## config.mk

```make
export PLATFORM = sky130hd
export DESIGN_NAME = mem_arbiter
export DESIGN_NICKNAME = d
export VERILOG_FILES = /design/src/rtl/cpu_types_pkg.sv /design/src/rtl/mem_arbiter_starve_ctr.sv /design/src/rtl/mem_arbiter.sv
export SDC_FILE = /design/constraint.sdc
export NUM_CORES = 1
export LEC_CHECK = 0
export CAP_MARGIN = 20
export CELL_PAD_IN_SITES_DETAIL_PLACEMENT = 1
export CELL_PAD_IN_SITES_GLOBAL_PLACEMENT = 2
export CORE_MARGIN = 4
export CORE_UTILIZATION = 10
export CTS_BUF_LIST = sky130_fd_sc_hd__clkbuf_4 sky130_fd_sc_hd__clkbuf_8 sky130_fd_sc_hd__clkbuf_16
export DETAILED_ROUTE_END_ITERATION = 6
export PLACE_DENSITY_LB_ADDON = 0.1
export SLEW_MARGIN = 30
export SYNTH_ARGS = -nofsm -noshare
export SYNTH_HDL_FRONTEND = slang
export SYNTH_SLANG_ARGS = --single-unit
export TNS_END_PERCENT = 10
```

## constraint.sdc

```tcl
create_clock -name CLK -period 1.53 [get_ports CLK]
set_clock_uncertainty 0.1 [all_clocks]
set_input_delay 0.2295 -clock CLK [delete_from_list [all_inputs] [get_ports CLK]]
set_output_delay 0.2295 -clock CLK [all_outputs]
set_load 0.01 [all_outputs]
```

## src/rtl/cpu_types_pkg.sv

```systemverilog
// Shared CPU memory-system types.
//   word_t      : 32-bit data word moved between caches and RAM
//   ramstate_t  : status reported by the RAM each cycle
//   arb_state_t : memory arbiter grant state
package cpu_types_pkg;

  typedef logic [31:0] word_t;

  typedef enum logic [1:0] {
    FREE   = 2'b00,
    BUSY   = 2'b01,
    ACCESS = 2'b10,
    ERROR  = 2'b11
  } ramstate_t;

  typedef enum logic [1:0] {
    IDLE   = 2'b00,
    DGRANT = 2'b01,
    IGRANT = 2'b10
  } arb_state_t;

endpackage

```

## src/rtl/mem_arbiter_starve_ctr.sv

```systemverilog
// arb_starve_ctr: counts consecutive dcache grants completed while the icache
// is left waiting. Only present in the MEM_ARB_FAIR_EN build.
// Ports:
//   CLK, nRST  clock, asynchronous active-low reset
//   inc_i      a dcache grant completed while iREN was pending
//   clr_i      icache served, or icache no longer requesting
//   sat_o      count has reached MAX: icache must be served next
`ifdef MEM_ARB_FAIR_EN
module arb_starve_ctr #(
  parameter int unsigned MAX = 4
) (
  input  logic CLK,
  input  logic nRST,
  input  logic inc_i,
  input  logic clr_i,
  output logic sat_o
);

  localparam int unsigned W = $clog2(MAX + 1);

  logic [W-1:0] cnt_q, cnt_d;

  assign sat_o = (cnt_q == W'(MAX));

  always_comb begin
    cnt_d = cnt_q;
    if (clr_i)
      cnt_d = '0;
    else if (inc_i && !sat_o)
      cnt_d = cnt_q + 1'b1;
  end

  always_ff @(posedge CLK or negedge nRST) begin
    if (!nRST)
      cnt_q <= '0;
    else
      cnt_q <= cnt_d;
  end

endmodule
`endif

```

## src/rtl/mem_arbiter.sv

```systemverilog
// mem_arbiter: shares the single-port RAM between icache fills and dcache
// fills/writebacks. One requester is granted at a time; the grant is held
// until the RAM reports ACCESS, then the FSM returns to IDLE for one
// turnaround cycle. Request address/data are passed through, not latched.
// Build option: MEM_ARB_FAIR_EN adds a starvation counter so the icache is
// served after STARVE_MAX consecutive dcache grants; otherwise the dcache
// has strict priority.
// Ports:
//   CLK, nRST                    clock, asynchronous active-low reset
//   iREN, iaddr / iwait, iload   icache request / response
//   dREN, dWEN, daddr, dstore    dcache request
//   dwait, dload                 dcache response
//   ramREN, ramWEN, ramaddr,
//   ramstore / ramload, ramstate RAM interface
module mem_arbiter
  import cpu_types_pkg::*;
#(
  parameter int unsigned ADDR_W     = 32,
  parameter int unsigned STARVE_MAX = 4
) (
  input  logic              CLK,
  input  logic              nRST,
  input  logic              iREN,
  input  logic [ADDR_W-1:0] iaddr,
  output logic              iwait,
  output word_t             iload,
  input  logic              dREN,
  input  logic              dWEN,
  input  logic [ADDR_W-1:0] daddr,
  input  word_t             dstore,
  output logic              dwait,
  output word_t             dload,
  output logic              ramREN,
  output logic              ramWEN,
  output logic [ADDR_W-1:0] ramaddr,
  output word_t             ramstore,
  input  word_t             ramload,
  input  ramstate_t         ramstate
);

  if (STARVE_MAX < 1) begin : g_bad_starve_max
    $error("STARVE_MAX must be at least 1");
  end

  arb_state_t state_q, state_d;
  logic       d_req;
  logic       i_first;  // icache overrides dcache priority in IDLE

  assign d_req = dREN | dWEN;
  assign iload = ramload;
  assign dload = ramload;

`ifdef MEM_ARB_FAIR_EN
  logic starve_inc, starve_clr, starve_sat;

  assign starve_inc = (state_q == DGRANT) && d_req && (ramstate == ACCESS) && iREN;
  assign starve_clr = ((state_q == IGRANT) && iREN && (ramstate == ACCESS)) ||
                      ((state_q == IDLE) && !iREN);
  assign i_first    = iREN && starve_sat;

  arb_starve_ctr #(.MAX(STARVE_MAX)) u_starve_ctr (
    .CLK   (CLK),
    .nRST  (nRST),
    .inc_i (starve_inc),
    .clr_i (starve_clr),
    .sat_o (starve_sat)
  );
`else
  assign i_first = 1'b0;
`endif

  always_ff @(posedge CLK or negedge nRST) begin
    if (!nRST)
      state_q <= IDLE;
    else
      state_q <= state_d;
  end

  // Next state and RAM/cache outputs. All outputs are decoded from the
  // registered state, so reset forces them straight to their idle values.
  always_comb begin
    state_d  = state_q;
    iwait    = 1'b1;
    dwait    = 1'b1;
    ramREN   = 1'b0;
    ramWEN   = 1'b0;
    ramaddr  = '0;
    ramstore = '0;
    unique case (state_q)
      IDLE: begin
        if (i_first)
          state_d = IGRANT;
        else if (d_req)
          state_d = DGRANT;
        else if (iREN)
          state_d = IGRANT;
      end
      DGRANT: begin
        if (!d_req) begin
          // Request withdrawn before completion: release the RAM.
          state_d = IDLE;
        end else begin
          ramaddr  = daddr;
          ramWEN   = dWEN;
          ramREN   = dREN & ~dWEN;  // write wins if both asserted
          ramstore = dstore;
          // BUSY/FREE/ERROR all hold the grant; ERROR is retried.
          if (ramstate == ACCESS) begin
            dwait   = 1'b0;
            state_d = IDLE;
          end
        end
      end
      IGRANT: begin
        if (!iREN) begin
          state_d = IDLE;
        end else begin
          ramaddr = iaddr;
          ramREN  = 1'b1;
          if (ramstate == ACCESS) begin
            iwait   = 1'b0;
            state_d = IDLE;
          end
        end
      end
      default: state_d = IDLE;
    endcase
  end

endmodule
```

== After elaboration in Yosys (flattened, before gate mapping) ==
Index checks and enable logic that the tools add are counted.

* Logic and storage cells: 30
* Output and inout bits: 132
* Register bits after elaboration: 2
* Input bits: 135

* Multiplexer cells: 21
* Bitwise logic cells: 3
* Eq/ne operators: 4
* Reductions and logical operators: 1

{| class="wikitable"
|+ Operator list
! kind !! count
|-
| $mux 32 || 4
|-
| $pmux 32 s2 || 1
|-
| $mux 2 || 5
|-
| $mux 1 || 9
|-
| $pmux 2 s3 || 1
|-
| $eq 2x2->1 const B || 2
|-
| $ne 3x3->1 const B || 1
|-
| $eq 2x1->1 const B || 1
|-
| $logic_not 2->1 || 1
|-
| $pmux 1 s2 || 1
|-
| $and 1x1->1 || 1
|-
| $not 1->1 || 1
|-
| $or 1x1->1 || 1
|}

== Logic depth before layout (Yosys ltp) ==
Gate-level depths: netlist (run 1).

* Depth after elaboration: 4
* Mapped depth: 7
* Mapped depth without buffers: 5

== Least setup slack after synthesis (run 1) ==
OpenSTA, ideal clock, no wires.

* Path type: register to output
* Start point: register state_q[0]
* End point: output port ramaddr[11]
* Data arrival time: 1373 ps
* Path buffers: 2
* Path slack: -173 ps
* Data required time: 1201 ps
* Cell stages (with the launch flop): 8
* Cells stage by stage: dfrtp_1 inv_1 ha_1 and2_2 buf_4 buf_4 a22oi_1 nor2b_1

* Longest elaborated chain between the ends: 2
* Elaborated cells on any way between the ends: 3
* Those cells by class: eq/ne (2); mux (1)

{| class="wikitable"
|+ Ends and longest elaborated chain
! item !! line !! source
|-
| start, declared || mem_arbiter.sv:45 || <nowiki>arb_state_t state_q, state_d;</nowiki>
|-
| start signal, assigned || mem_arbiter.sv:76 || <nowiki>state_q <= state_d;</nowiki>
|-
| $eq 2x2->1 / $eq 2x1->1 (equally long branches) || mem_arbiter.sv:89 || <nowiki>unique case (state_q)</nowiki>
|-
| $pmux 32 s2 (*) || mem_arbiter.sv:89 ||
|-
| end, declared || mem_arbiter.sv:35 || <nowiki>output logic [ADDR_W-1:0] ramaddr,</nowiki>
|}

Mark *: on every way between the ends. The rest lies on a longest branch, timed or not.

== Final worst setup path (run 1) ==
* Start point: register state_q[1]
* End point: output port ramaddr[26]

The elaborated chain is that of the path after synthesis.

==> flow_summary.yaml, run 1 <==
clocking:
  cts_buffers: 3
  clockBufferDepth: 2
  clk_pin_slew_ps: 30
  cts_tree: "yes"
  clock_sinks: 2
  ctsHoldBuffers: 0
  htreeDepth: 1
  insertion_delay_ps: 220
  root_buffer: "clkbuf_16"
placed_design:
  dp_hpwl_mm: 5.80
  port_buffers: 170
  gp_congestion: 0.664
  dp.cells: 487
logic_synthesis:
  synth_common_cells: "69 x buf_4, 33 x and2_1, 33 x nor2b_1, 32 x a22oi_1, 4 x ha_1"
  ys_ff_latch: 2
  synth_top_flop_cell: "dfrtp_1"
  yosysTopAreaCellShare_pct: 36.2
  netlist_instances: 200
  synth_cell_types: 24
  ys_warn_count: 0
  synth_area_leaders: "buf_4 36%, a22oi_1 17%, and2_1 14%"
  syn_nets: 339
  synth_top_cell_by_area: "buf_4"
  ys_seq_area_share_pct: 3.49
  async_flop_share_pct: 100
  synth_edf_count: 0
  syn_area_per_cell_um2: 7.16
  syn_area_um2: 1430
  yosysMostFrequentCell: "buf_4"
setup_path:
  crit_type: "reg2out"
  cp_max_fo: 6
  crit_chain: "buf_6 > ha_4 > and2_4 > clkbuf_16 > a22oi_1 > nor2b_1 > buf_2"
  cpPeakStageDelay_ps: 390
  endpoint_kind: "output pin"
  slowest_stage: "dfrtp_1"
  critPathLaunchType: "flop"
  cp.arrival_ps: 1680
  crit_required_ps: 1200
power:
  p_comb_share_pct: 87.3
  ir_drop_uv: 462
  pwr-share-clk_pct: 9.9
  pwr_density_cell_nw_per_um2: 1170
  p_int_mw: 2.42
  p_leak_nw: 1.40
  power.switching_mw: 1.55
  swShare_pct: 39.1
  p_seq_share_pct: 2.8
sta:
  hold_viol: 0
  fin_tns_setup_ps: -26150
  rsz0062_at_grt: "yes"
  slew_viol_final: 0
  fmax_mhz: 497
  min_period_ps: 2010
  finalSetupViolations: 68
  slew_headroom_pct: 81.2
  fin_ws_ps: -481
  whs_ps: 75.5
  tightest_slew_ps: 281
  fin_crit_sh_pct: 131
routing:
  firstDrtPassIters: 3
  routedWlPerCell_um: 17.0
  drt-vias-per-instance: 3.66
  ant_nets: 0
  top_layer: "met4"
  wl_met3_um: 784
  drc_errors: 0
  wl_met2_mm: 4.28
  vias: 1865
  wl_mm: 8.67
  drtIter0Drc: 27
  drt-met1-wl_mm: 3.45
die:
  core-area_um2: 13900
  start_util_pct: 10.3
  die_w_um: 128
  rows: 43
  dieArea_um2: 16300
  die_h_um: 128
  ios: 267
status:
  status: "complete, but fails checks"
  failed_checks: "negative setup slack"
final_layout:
  fin_nets: 471
  largest_reg_flops: 2
  layout-drive-gt1-share_pct: 48.5
  n_antenna_cell: 0
  largest_register: "state_q"
  reg_top3: "state_q: 2 flops"
  instances_no_fill: 510
  synthToLayoutAreaGrowth_pct: 136
global_routing:
  grt_pass1_wl_mm: 11.5
  grt_max_degree: 33
  antenna_found_initial: 0
  grt-ovfl-total: 0
  track_usage_pct: 8.84
  grt_pass1_vias: 2046
hold_path:
  min_path_type: "in2async"
job:
  cap_violations: 0
==> layer usage <==
metal | track usage (%) | up-vias
met5 | 0 | -
met4 | 3.18 | 0
met3 | 2.58 | 15
met2 | 15.6 | 117
met1 | 10.1 | 865
li1 | - | 868
==> path summary, 6_finish.rpt <==
path,startpoint,endpoint,slack [ps],depth (start not counted)
max,state_q[1],ramaddr[26],-480,7
min,nRST,state_q[0],80,1
max reg2reg,state_q[0],state_q[0],20,6
min reg2reg,state_q[0],state_q[0],630,2
max in group asynchronous,nRST,state_q[0],1120,1
min in group CLK,ramload[9],dload[9],360,0
==> power by group through the flow <==
stage | Combinational [mW] | Clock, mW | Sequential, mW
floorplan | 1.38 | 0 | 0.0907
global placement | 2.75 | 0 | 0.0960
CTS | 2.84 | 0.402 | 0.104
global route | 3.76 | 0.407 | 0.114
finish | 3.47 | 0.391 | 0.111
detailed placement | 2.73 | 0 | 0.0928
==> cell families (layout without fill, tap and decap cells) <==
logic type	Yosys count	after routing	share of synthesized area (%)
AO/OA/AOI/OAI	40	40	20.7
adder cells (fa/ha/maj)	4	4	3.49
buffers and inverters	80	210	40.4
flip-flops	2	2	3.49
AND/OR/NAND/NOR	74	74	31.9
==> repair_timing <==
item / CTS / global route
endpoints found under the setup margin: 69 / 70
gates cloned: 3 / 7
pin swaps: 11 / 37
buffers inserted: 5 / 5
gates resized for setup: 298 / 55
==> layout make-up <==
cell class | count | area (µm²)
inverters | 2 | 10.0
fillers | 1611 | 10600
clock buffers | 3 | 75.1
repair buffers | 205 | 1980
multi-input cells | 118 | 1040
well taps | 180 | 225
flip-flops and latches | 2 | 51.3
==> through the flow <==
| stage | total power, mW | setup slack, ps | cell area [µm²] | utilization [%] |
|---|---|---|---|---|
| after floorplan | 1.47 | -98.9 | 1470 | - |
| after global placement | 2.85 | -721 | 2980 | 21.4 |
| after detailed placement | 2.83 | -734 | 2980 | 21.4 |
| after CTS | 3.35 | -571 | 3000 | 21.6 |
| after global routing | 4.28 | -563 | 3380 | 24.3 |
| final | 3.97 | -481 | 3380 | 24.3 |
==> layout by cell type (no fill, tap or decap) <==
master / Yosys / layout
a21boi_1: 0 / 1
nor2b_1: 33 / 32
clkdlybuf4s50_1: 0 / 101
inv_4: 0 / 1
o21ai_1: 1 / 2
a32o_1: 1 / 1
nand3b_1: 1 / 1
nor2b_2: 0 / 1
dfrtp_1: 2 / 1
buf_16: 0 / 3
buf_4: 69 / 15
or4b_1: 1 / 1
and2_1: 33 / 21
a22oi_1: 32 / 3
a22o_1: 1 / 1
dfrtp_2: 0 / 1
ha_1: 4 / 1
a211oi_2: 0 / 1
and2_4: 0 / 13
a22oi_2: 0 / 29
ha_4: 0 / 3
inv_2: 0 / 1
a21oi_1: 1 / 1
clkbuf_16: 0 / 9
buf_6: 2 / 18
buf_12: 0 / 7
dlygate4sd2_1: 0 / 1
nor2_1: 2 / 2
o21a_4: 0 / 1
buf_2: 2 / 54
nand2_2: 0 / 3
==> worst max-delay path, delay by kind of cell (launching register included) <==
kind                       cells  cell delay, ps
DFF                            1             390
buffers and inverters          3             460
adders and majority gates      1             150
and+or+nand+nor                2             280
AOI/OAI and AO/OA              1             180
Note: power is estimated with default switching activity, not from simulation.
==> run 2, diff against run 1 <==
--- a/config.mk
+++ b/config.mk
@@ -5,6 +5,8 @@
 export SDC_FILE = /design/constraint.sdc
 export NUM_CORES = 1
 export LEC_CHECK = 0
+export ABC_AREA = 1
+export ABC_CLOCK_PERIOD_IN_PS = 1530
 export CAP_MARGIN = 20
 export CELL_PAD_IN_SITES_DETAIL_PLACEMENT = 1
 export CELL_PAD_IN_SITES_GLOBAL_PLACEMENT = 2
==> run 2 against run 1 <==
Compared with the run above:
- the flow still finishes with violations (negative setup slack)
- area after synthesis increased by 1.2%
- global-route usage is 0.61 points higher
- cell count grew 15%
- sequential cell count unchanged
- highest routed layer unchanged
==> flow_summary.yaml, run 2 <==
global_routing:
  antenna_found_initial: 0
  grt_pass1_vias: 2226
  grt-ovfl-total: 0
  grt_max_degree: 18
  track_usage_pct: 9.45
  grt_pass1_wl_mm: 12.2
logic_synthesis:
  async_flop_share_pct: 100
  synthSimpleGateAreaFrac_pct: 30.8
  syn_area_per_cell_um2: 5.24
  synth_edf_count: 0
  synth-compound-area-share_pct: 13.2
  ys_seq_area_share_pct: 3.45
  ys_warn_count: 0
  ys_ff_latch: 2
  syn_nets: 416
  synth_cell_types: 15
  synth-xor-area-share_pct: 0
  yosysMostFrequentCell: "nand2_1"
  synth_top_cell_by_area: "buf_4"
  netlist_instances: 277
  syn_area_um2: 1450
  synth_top_flop_cell: "dfrtp_1"
  synth_top_family_by_area: "buffers and inverters"
  synth_common_cells: "80 x nand2_1, 64 x buf_4, 39 x inv_1, 37 x nor2_1, 33 x a21oi_1"
  yosysTopAreaCellShare_pct: 33.1
  muxShareOfSynthArea_pct: 0
  synth_area_leaders: "buf_4 33%, nand2_1 21%, a21oi_1 11%"
  synth-adder-area-share_pct: 3.45
routing:
  vias: 2048
  drt-vias-per-instance: 3.49
  routedWlPerCell_um: 14.3
  drtIter0Drc: 20
  firstDrtPassIters: 3
  drc_errors: 0
  ant_nets: 0
  wl_mm: 8.39
clocking:
  clockBufferDepth: 2
  htreeDepth: 1
  clock_sinks: 2
  clk_pin_slew_ps: 30
  root_buffer: "clkbuf_16"
  cts_tree: "yes"
  cts_buffers: 3
  insertion_delay_ps: 220
  ctsHoldBuffers: 0
setup_path:
  reg2reg_from: "state_q[0]"
  cp.buffers_inverters: 5
  critPathLaunch: "state_q[0]"
  critPathTopFamily: "buffers and inverters"
  crit_top_cell: "buf_6"
  slowest_stage: "dfrtp_1"
  cp_max_fo: 6
  crit_chain: "buf_6 > ha_4 > o21ai_4 > inv_4 > buf_6 > buf_16 > nand2_1 > a21oi_2 > buf_2"
  crit_required_ps: 1200
  endpoint_kind: "output pin"
  crit_type: "reg2out"
  cpPeakStageDelay_ps: 380
  cp.arrival_ps: 1620
  critPathLaunchType: "flop"
final_layout:
  largest_register: "state_q"
  layout-drive-gt1-share_pct: 30.5
  synthToLayoutAreaGrowth_pct: 136
  largest_reg_flops: 2
  fin_nets: 548
  final_common_cell: "clkdlybuf4s50_1"
  instances_no_fill: 587
  final_cell_mix: "102 x clkdlybuf4s50_1, 61 x nand2_1, 37 x nor2_1, 35 x inv_1, 32 x dlygate4sd2_1"
  n_antenna_cell: 0
  reg_top3: "state_q: 2 flops"
power:
  power.total_mw: 4.25
  p_leak_nw: 1.65
  pwr_density_cell_nw_per_um2: 1240
  pwr-share-clk_pct: 9.3
  p_seq_share_pct: 2.3
  ir_drop_uv: 431
  power.switching_mw: 1.90
  swShare_pct: 44.7
  p_comb_share_pct: 88.4
  p_int_mw: 2.35
sta:
  slew_viol_final: 0
  finalSetupViolations: 68
  fin_ws_ps: -416
  fin_crit_sh_pct: 127
  slew_headroom_pct: 83.5
  min_period_ps: 1950
  whs_ps: 72.8
  hold_viol: 0
  tightest_slew_ps: 247
  fin_tns_setup_ps: -24680
  fmax_mhz: 514
  rsz0062_at_grt: "yes"
status:
  status: "complete, but fails checks"
  failed_checks: "negative setup slack"
die:
  die_h_um: 128
  dieArea_um2: 16500
  rows: 43
  die_w_um: 128
  ios: 267
  start_util_pct: 10.3
  core-area_um2: 14000
placed_design:
  port_buffers: 170
  dp_hpwl_mm: 6.37
  gp_congestion: 0.708
  dp.cells: 569
job:
  cap_violations: 0
hold_path:
  min_path_type: "in2async"
-- run 2: final cells by class --
type | instances | area (µm²)
timing repair buffer | 203 | 2020
sequential | 2 | 50.0
multi-input combinational | 158 | 885
tap | 180 | 225
fill | 1709 | 10600
inverter | 41 | 171
clock buffer | 3 | 75.1
-- run 2: path summary, 6_finish.rpt --
check	cells after the start	end	slack, ps
min in group CLK	0	dload[29]	360
max in group asynchronous	1	state_q[0]	1140
setup / recovery	9	ramaddr[16]	-420
hold reg to reg	3	state_q[1]	550
hold / removal	1	state_q[1]	70
setup reg to reg	9	state_q[1]	20
-- run 2: what timing repair did --
item                                   in CTS  in global routing
gates resized for setup                   225                 16
endpoints found under the hold margin       0                  0
pin swaps                                   4                  6
buffers inserted                            8                  1
gates cloned                                7                  0
setup endpoints to repair                  70                 70
-- run 2: routing by layer --
| metal | GRT usage [%] | up-vias | routed length, µm |
|---|---|---|---|
| met2 | 16.5 | 130 | 3990 |
| met4 | 2.93 | 0 | 174 |
| met3 | 3.99 | 23 | 1120 |
| met1 | 10.4 | 876 | 3110 |
| li1 | - | 1019 | - |
| met5 | 0 | - | 0 |
-- run 2: cells by family (layout without fill, tap and decap cells) --
group / after synthesis / count (layout)
AO/OA/AOI/OAI: 36 / 36
buffers and inverters: 117 / 247
AND/OR/NAND/NOR: 118 / 118
flip-flops: 2 / 2
adder cells (fa/ha/maj): 4 / 4
-- run 2: stage by stage --
stage	area (µm²)	utilization, %	setup slack [ps]
2_1_floorplan	1510	-	-43.5
3_3_place_gp	3070	21.9	-708
4_1_cts	3370	24.0	-444
3_5_place_dp	3070	21.9	-717
5_1_grt	3430	24.4	-555
6_report	3430	24.4	-416
-- run 2: power groups by stage --
stage	Sequential [mW]	Combinational [mW]	Clock (mW)
2_1_floorplan	0.0952	1.47	0
5_1_grt	0.100	4.12	0.415
6_report	0.0964	3.76	0.395
4_1_cts	0.0973	3.85	0.405
3_3_place_gp	0.0938	3.11	0
3_5_place_dp	0.0932	3.10	0
